<file path="config.mk">
export PLATFORM = sky130hd
export DESIGN_NAME = seq_step_scheduler
export DESIGN_NICKNAME = d
export VERILOG_FILES = /design/src/rtl/seq_step_scheduler.sv
export SDC_FILE = /design/constraint.sdc
export NUM_CORES = 1
export LEC_CHECK = 0
export BUFFER_PORTS_ARGS = -buffer_cell sky130_fd_sc_hd__buf_2
export CAP_MARGIN = 25
export CORE_MARGIN = 1
export CORE_UTILIZATION = 55
export DETAILED_ROUTE_END_ITERATION = 16
export PLACE_DENSITY = 0.75
export SETUP_SLACK_MARGIN = 0.1
export SYNTH_ARGS = -nofsm -noshare
export SYNTH_HDL_FRONTEND = slang
export SYNTH_SLANG_ARGS = --single-unit
</file>
<file path="constraint.sdc">
create_clock -name clk -period 6.1 [get_ports clk]
set_clock_uncertainty 0.05 [all_clocks]
set_input_delay 0.305 -clock clk [delete_from_list [all_inputs] [get_ports clk]]
set_output_delay 0.305 -clock clk [all_outputs]
set_load 0.005 [all_outputs]
</file>
<file path="src/rtl/seq_step_scheduler.sv">
// Eight-step tone sequencer: CPU-programmed period, per-step frequency words and step mask.
// Advances one step every eff_period clocks while running and gates the tone per step.
//
// state | meaning
// IDLE  | stopped; step and count forced to 0, outputs dark
// RUN   | count advances each clk, step advances on period wrap
// PAUSE | step and count frozen, led shows held step, tone off
module seq_step_scheduler #(
    parameter int DATA_W     = 32,
    parameter int DIV_W      = 24,
    parameter int DEF_PERIOD = 1000000
) (
    input  logic              clk,
    input  logic              rst,
    input  logic              sel,
    input  logic              we,
    input  logic [3:0]        addr,
    input  logic [DATA_W-1:0] data_in,
    output logic [DATA_W-1:0] data_out,
    input  logic [7:0]        kbd_in,
    output logic [15:0]       freq_out,
    output logic              snd_en,
    output logic [7:0]        led_out,
    output logic              step_tick
);

    typedef enum logic [1:0] {IDLE, RUN, PAUSE} state_t;

    state_t             state, state_nxt;
    logic [DIV_W-1:0]   period;
    logic [DIV_W-1:0]   count, count_nxt;
    logic [DIV_W-1:0]   eff_period;
    logic [7:0]         mask;
    logic [7:0]         eff_mask;
    logic [15:0]        freq [8];
    logic               use_kbd;
    logic [2:0]         step, step_nxt;
    logic               tick, tick_nxt;
    logic               wr_en;
    logic               ctrl_wr;
    logic [DATA_W-1:0]  rd_data;
    logic               unused_bits;

    assign wr_en       = sel & we;
    assign ctrl_wr     = wr_en && (addr == 4'd0);
    assign eff_period  = (period < DIV_W'(2)) ? DIV_W'(2) : period;
    assign unused_bits = ^data_in;

    always_ff @(posedge clk) begin
        if (!rst) begin
            period  <= DIV_W'(DEF_PERIOD);
            mask    <= 8'hFF;
            use_kbd <= 1'b0;
            for (int i = 0; i < 8; i++) freq[i] <= '0;
        end else if (wr_en) begin
            case (addr)
                4'd0: use_kbd <= data_in[2];
                4'd1: period  <= data_in[DIV_W-1:0];
                4'd2: mask    <= data_in[7:0];
                default: if (addr[3]) freq[addr[2:0]] <= data_in[15:0];
            endcase
        end
    end

    always_ff @(posedge clk) begin
        if (!rst) begin
            state <= IDLE;
            step  <= '0;
            count <= '0;
            tick  <= 1'b0;
        end else begin
            state <= state_nxt;
            step  <= step_nxt;
            count <= count_nxt;
            tick  <= tick_nxt;
        end
    end

    always_comb begin
        state_nxt = state;
        step_nxt  = step;
        count_nxt = count;
        tick_nxt  = 1'b0;
        case (state)
            RUN: begin
                // >= so a PERIOD shrink below the current count wraps at once
                if (count >= eff_period - DIV_W'(1)) begin
                    count_nxt = '0;
                    step_nxt  = step + 3'd1;
                    tick_nxt  = 1'b1;
                end else begin
                    count_nxt = count + DIV_W'(1);
                end
            end
            PAUSE: ;
            default: begin
                step_nxt  = '0;
                count_nxt = '0;
            end
        endcase
        if (ctrl_wr) begin
            if (!data_in[0])     state_nxt = IDLE;
            else if (data_in[1]) state_nxt = PAUSE;
            else                 state_nxt = RUN;
            if (state_nxt == IDLE) begin
                step_nxt  = '0;
                count_nxt = '0;
                tick_nxt  = 1'b0;
            end else if (state_nxt == PAUSE) begin
                step_nxt  = (state == IDLE) ? 3'd0 : step;
                count_nxt = (state == IDLE) ? '0 : count;
                tick_nxt  = 1'b0;
            end else if (state == IDLE) begin
                step_nxt  = '0;
                count_nxt = '0;
                tick_nxt  = 1'b1;
            end
            // restart overrides any coincident step advance
            if (data_in[0] && data_in[3]) begin
                step_nxt  = '0;
                count_nxt = '0;
                tick_nxt  = (state_nxt == RUN);
            end
        end
    end

    assign eff_mask  = use_kbd ? kbd_in : mask;
    assign snd_en    = (state == RUN) && eff_mask[step] && (count < (eff_period >> 1));
    assign freq_out  = snd_en ? freq[step] : 16'd0;
    assign led_out   = (state == IDLE) ? 8'd0 : (8'd1 << step);
    assign step_tick = tick;

    always_comb begin
        rd_data = '0;
        case (addr)
            4'd0: rd_data[6:0] = {step, 1'b0, use_kbd, (state == PAUSE), (state == RUN)};
            4'd1: rd_data[DIV_W-1:0] = period;
            4'd2: rd_data[7:0] = mask;
            default: if (addr[3]) rd_data[15:0] = freq[addr[2:0]];
        endcase
    end

    assign data_out = sel ? rd_data : '0;

endmodule

</file>
==> results by group <==
Timing
  – Slew headroom: 0.2958
  – Final Setup Violations: 0
  – Final Slew Violations: 0
  – Setup repair after global routing missed its margin: no
  – Fraction of the cycle the final worst path needs: 0.9041
  – Setup TNS: 0 ps
  – Least-Margin Pin Slew: 1054 ps
  – Post-layout min period: 5515 ps
  – Fmax: 181.3 MHz
  – Endpoints failing hold: 0

Yosys
  – EDFF count, synth: 128
  – Warning count from the yosys run: 0
  – Post-synthesis register bit count: 194
  – Biggest area contributors in the synthesized netlist: edfxtp_1, dfxtp_1, mux4_2, and2_1, ha_1
  – Syn Std Cell Area: 11970 um2
  – Area share of the largest cell type after synthesis: 0.3211
  – Library cells used by synthesis: 66
  – Most used DFF post-synth: edfxtp_1
  – Proportion of register bits with asynchronous set or reset after synthesis: 0
  – Cell taking the most area after synthesis: edfxtp_1
  – Synth Instances: 1148
  – Mean instance size in the synthesized netlist: 10.43 um2
  – Proportion of synthesized chip area in sequential cells: 0.4315

CTS
  – Clock-pin slew on the worst setup and hold paths: 80 ps
  – Post-cts resize count: 0
  – Root buffer cell: clkbuf_16
  – Post-CTS setup buffer count: 0
  – Worst-skew pair later-pin latency: 450 ps
  – CTS Buffer Depth: 2
  – Clock buffers created by TritonCTS: 17
  – Number of hold buffers added after cts: 0
  – CTS tree: done
  – Number of H-tree levels: 4
  – Sinks on the clock net: 194

Run
  – Maximum Capacitance Violations: 0

Layout
  – Area added between synthesis and finish: 11.50%
  – Count of antenna diodes in the layout: 0
  – Fraction of layout cells with a size suffix above 1: 0.1910
  – Non-Filler Instances: 1500
  – Fin nets: 1317
  – Most common library cell in the layout ignoring fill and taps: and2_1
  – Commonest cells after routing, fill and taps aside: and2_1, edfxtp_1, nand2_1
  – Fraction of the core area covered by cells at the end of the flow: 0.6309
  – Final-layout fill cell count: 1669

Worst setup path
  – Startpoint-to-endpoint class of the critical path: reg -> reg
  – Critical path's largest stage delay: 610 ps
  – Endpoint required time on the critical path: 6390 ps
  – Ordered list of cells on the worst path: or4_4, or4_4, or4_4, nand2_1, ha_1, and3_1, nand4_1, nor4_1, xnor2_1, ha_1, nand4_1, nor4_1, nor3b_1, a211oi_4, buf_4, nand2b_1, a221oi_1
  – Crit path max fanout: 35
  – Slowest stage cell on the critical path: or4_4
  – Endpoint class of the critical path: flop
  – Most used cell along the critical path: or4_4
  – CP startpoint kind: flop
  – Arrival time of the worst setup path: 5800 ps

Routing
  – Top layer used by detailed routing: met4
  – First-iteration detailed-routing DRC count: 1064
  – Met3 Wirelength: 4138 um
  – Post-Route M1 WL: 13610 um
  – Routed via count: 9782
  – WL met2: 16820 um
  – Pre-antenna DRT Iters: 8
  – Final wirelength: 35780 um
  – Number of routed nets with antenna violations: 0
  – Detail-routed via count per cell: 6.521
  – Total DRC errors in the routed layout: 0
  – Mean routed wirelength per cell: 23.85 um

Global route
  – Number of global-route vias before repair: 9363
  – Overall Global Routing Usage: 0.3282
  – Largest net degree at the start of global routing: 41
  – Antenna violations before repair: 0
  – Global-route wire length before repair: 53600 um
  – Overflow left after global routing: 0

Pwr
  – Leak: 4.992 nW
  – Highest ir drop seen on vdd: 0.1675 mV
  – Cell Pwr Density: 219.8 nW/um2

Hold path
  – Hold Crit Class: in -> reg

Run status
  – Outcome: finished, final reports clean

Die
  – Floorplan row count: 53
  – Overall die area: 22360 um2
  – Core area: 21150 um2
  – Initial standard-cell utilization of the core: 0.5659
  – Horizontal extent of the die: 149.5 um
  – Number of top-level pins: 106
  – Die height: 149.5 um

Placed design
  – Routability congestion estimate from global placement: 0.9800
  – # port buffers: 89
  – Placed wire-length estimate after detailed placement: 24610 um
  – Post-placement cell count: 1468
## area by class of cell
type                       instances  area [um2]  area share
tap                              275       344.1     0.02578
inverter                          34       127.6    0.009562
sequential                       194        5166      0.3871
clock buffer                      17       425.4     0.03187
clock inverter                    15       220.2     0.01650
multi-input combinational        850        6422      0.4812
timing repair buffer             115       640.6     0.04800
## power breakdown
part	switching (W)	internal, W
Combinational	0.000155	0.0000963
Clock	0.000599	0.000607
Sequential	0.0000296	0.00145
Total	0.000784	0.00215
## final timing paths
check                    startpoint                      end  slack (ps)  depth (start not counted)
max          period[4]$_SDFFE_PN0P_     step_tick$_SDFF_PN0_         580                         17
min                     data_in[16]  period[16]$_SDFFE_PN1P_          30                          3
max reg2reg  period[4]$_SDFFE_PN0P_     step_tick$_SDFF_PN0_         580                         17
min reg2reg  period[7]$_SDFFE_PN0P_   period[7]$_SDFFE_PN0P_         420                          2
## metal layers
metal,vias up,track usage
met5,-,0
met4,0,0.1434
met3,101,0.07073
met2,625,0.5285
met1,4691,0.4256
li1,4365,-
## metrics by stage
stage / area (um2) / hold slack [ps] / power [W] / setup slack, ps
final: 13350 / 32.78 / 0.002933 / 584.7
after global routing: 13350 / 27.55 / 0.003012 / 308.3
after CTS: 13350 / 23.69 / 0.002936 / 681.7
after detailed placement: 12700 / 411.5 / 0.001749 / 685.1
after global placement: 12700 / 407.3 / 0.001740 / 853.7
after floorplan: 12000 / 379.2 / 0.001643 / 1401
## cells in the mapped netlist, types with 3 or more instances
| cell type | instances |
|---|---|
| mux2_2 | 16 |
| nor2b_1 | 20 |
| o211ai_1 | 9 |
| o21ai_0 | 36 |
| or2_2 | 3 |
| o2bb2ai_1 | 3 |
| a22o_1 | 3 |
| nor3_1 | 10 |
| buf_1 | 6 |
| or4_4 | 3 |
| nor3b_1 | 3 |
| nand2b_1 | 7 |
| xnor2_1 | 20 |
| inv_1 | 33 |
| and4_1 | 4 |
| o21a_1 | 6 |
| edfxtp_1 | 128 |
| or3_1 | 6 |
| a21o_1 | 6 |
| a21oi_1 | 50 |
| o311ai_0 | 7 |
| mux2i_1 | 42 |
| nand4_1 | 23 |
| mux4_2 | 48 |
| ha_1 | 57 |
| a211oi_1 | 3 |
| nand3b_1 | 3 |
| buf_4 | 8 |
| dfxtp_1 | 66 |
| nor2_1 | 56 |
| nand3_1 | 34 |
| nor4_1 | 9 |
| a22oi_1 | 23 |
| clkbuf_1 | 60 |
| a21boi_0 | 5 |
| a221oi_1 | 10 |
| a31oi_1 | 9 |
| and2_1 | 139 |
| nand2_1 | 122 |
| and3_1 | 17 |
## critical path, delay by kind of cell, from the launching register on
kind	cells	cell delay, ps
AOI/OAI and AO/OA	2	400
xor gates and xnor gates	1	110
buffers and inverters	1	280
and+or+nand+nor	11	3720
DFF	1	380
adders and majority gates	2	480
## registers in the layout, summed over array words and instances, names as in the netlist, named ones only
register and flops:
state 2, use_kbd 1, mask 8, step 3, count 24, step_tick 1
freq 128, period 24
## cells by family after synthesis
family | Yosys count | synth area share
AOI/OAI and AO/OA | 190 | 0.1071
xor gates and xnor gates | 21 | 0.01537
adders and majority gates | 57 | 0.05958
buffers and inverters | 111 | 0.03815
DFF | 194 | 0.4315
muxes | 106 | 0.1405
other | 1 | 0.0003133
and+or+nand+nor | 468 | 0.2075
Power figures use the tool's default switching activity.
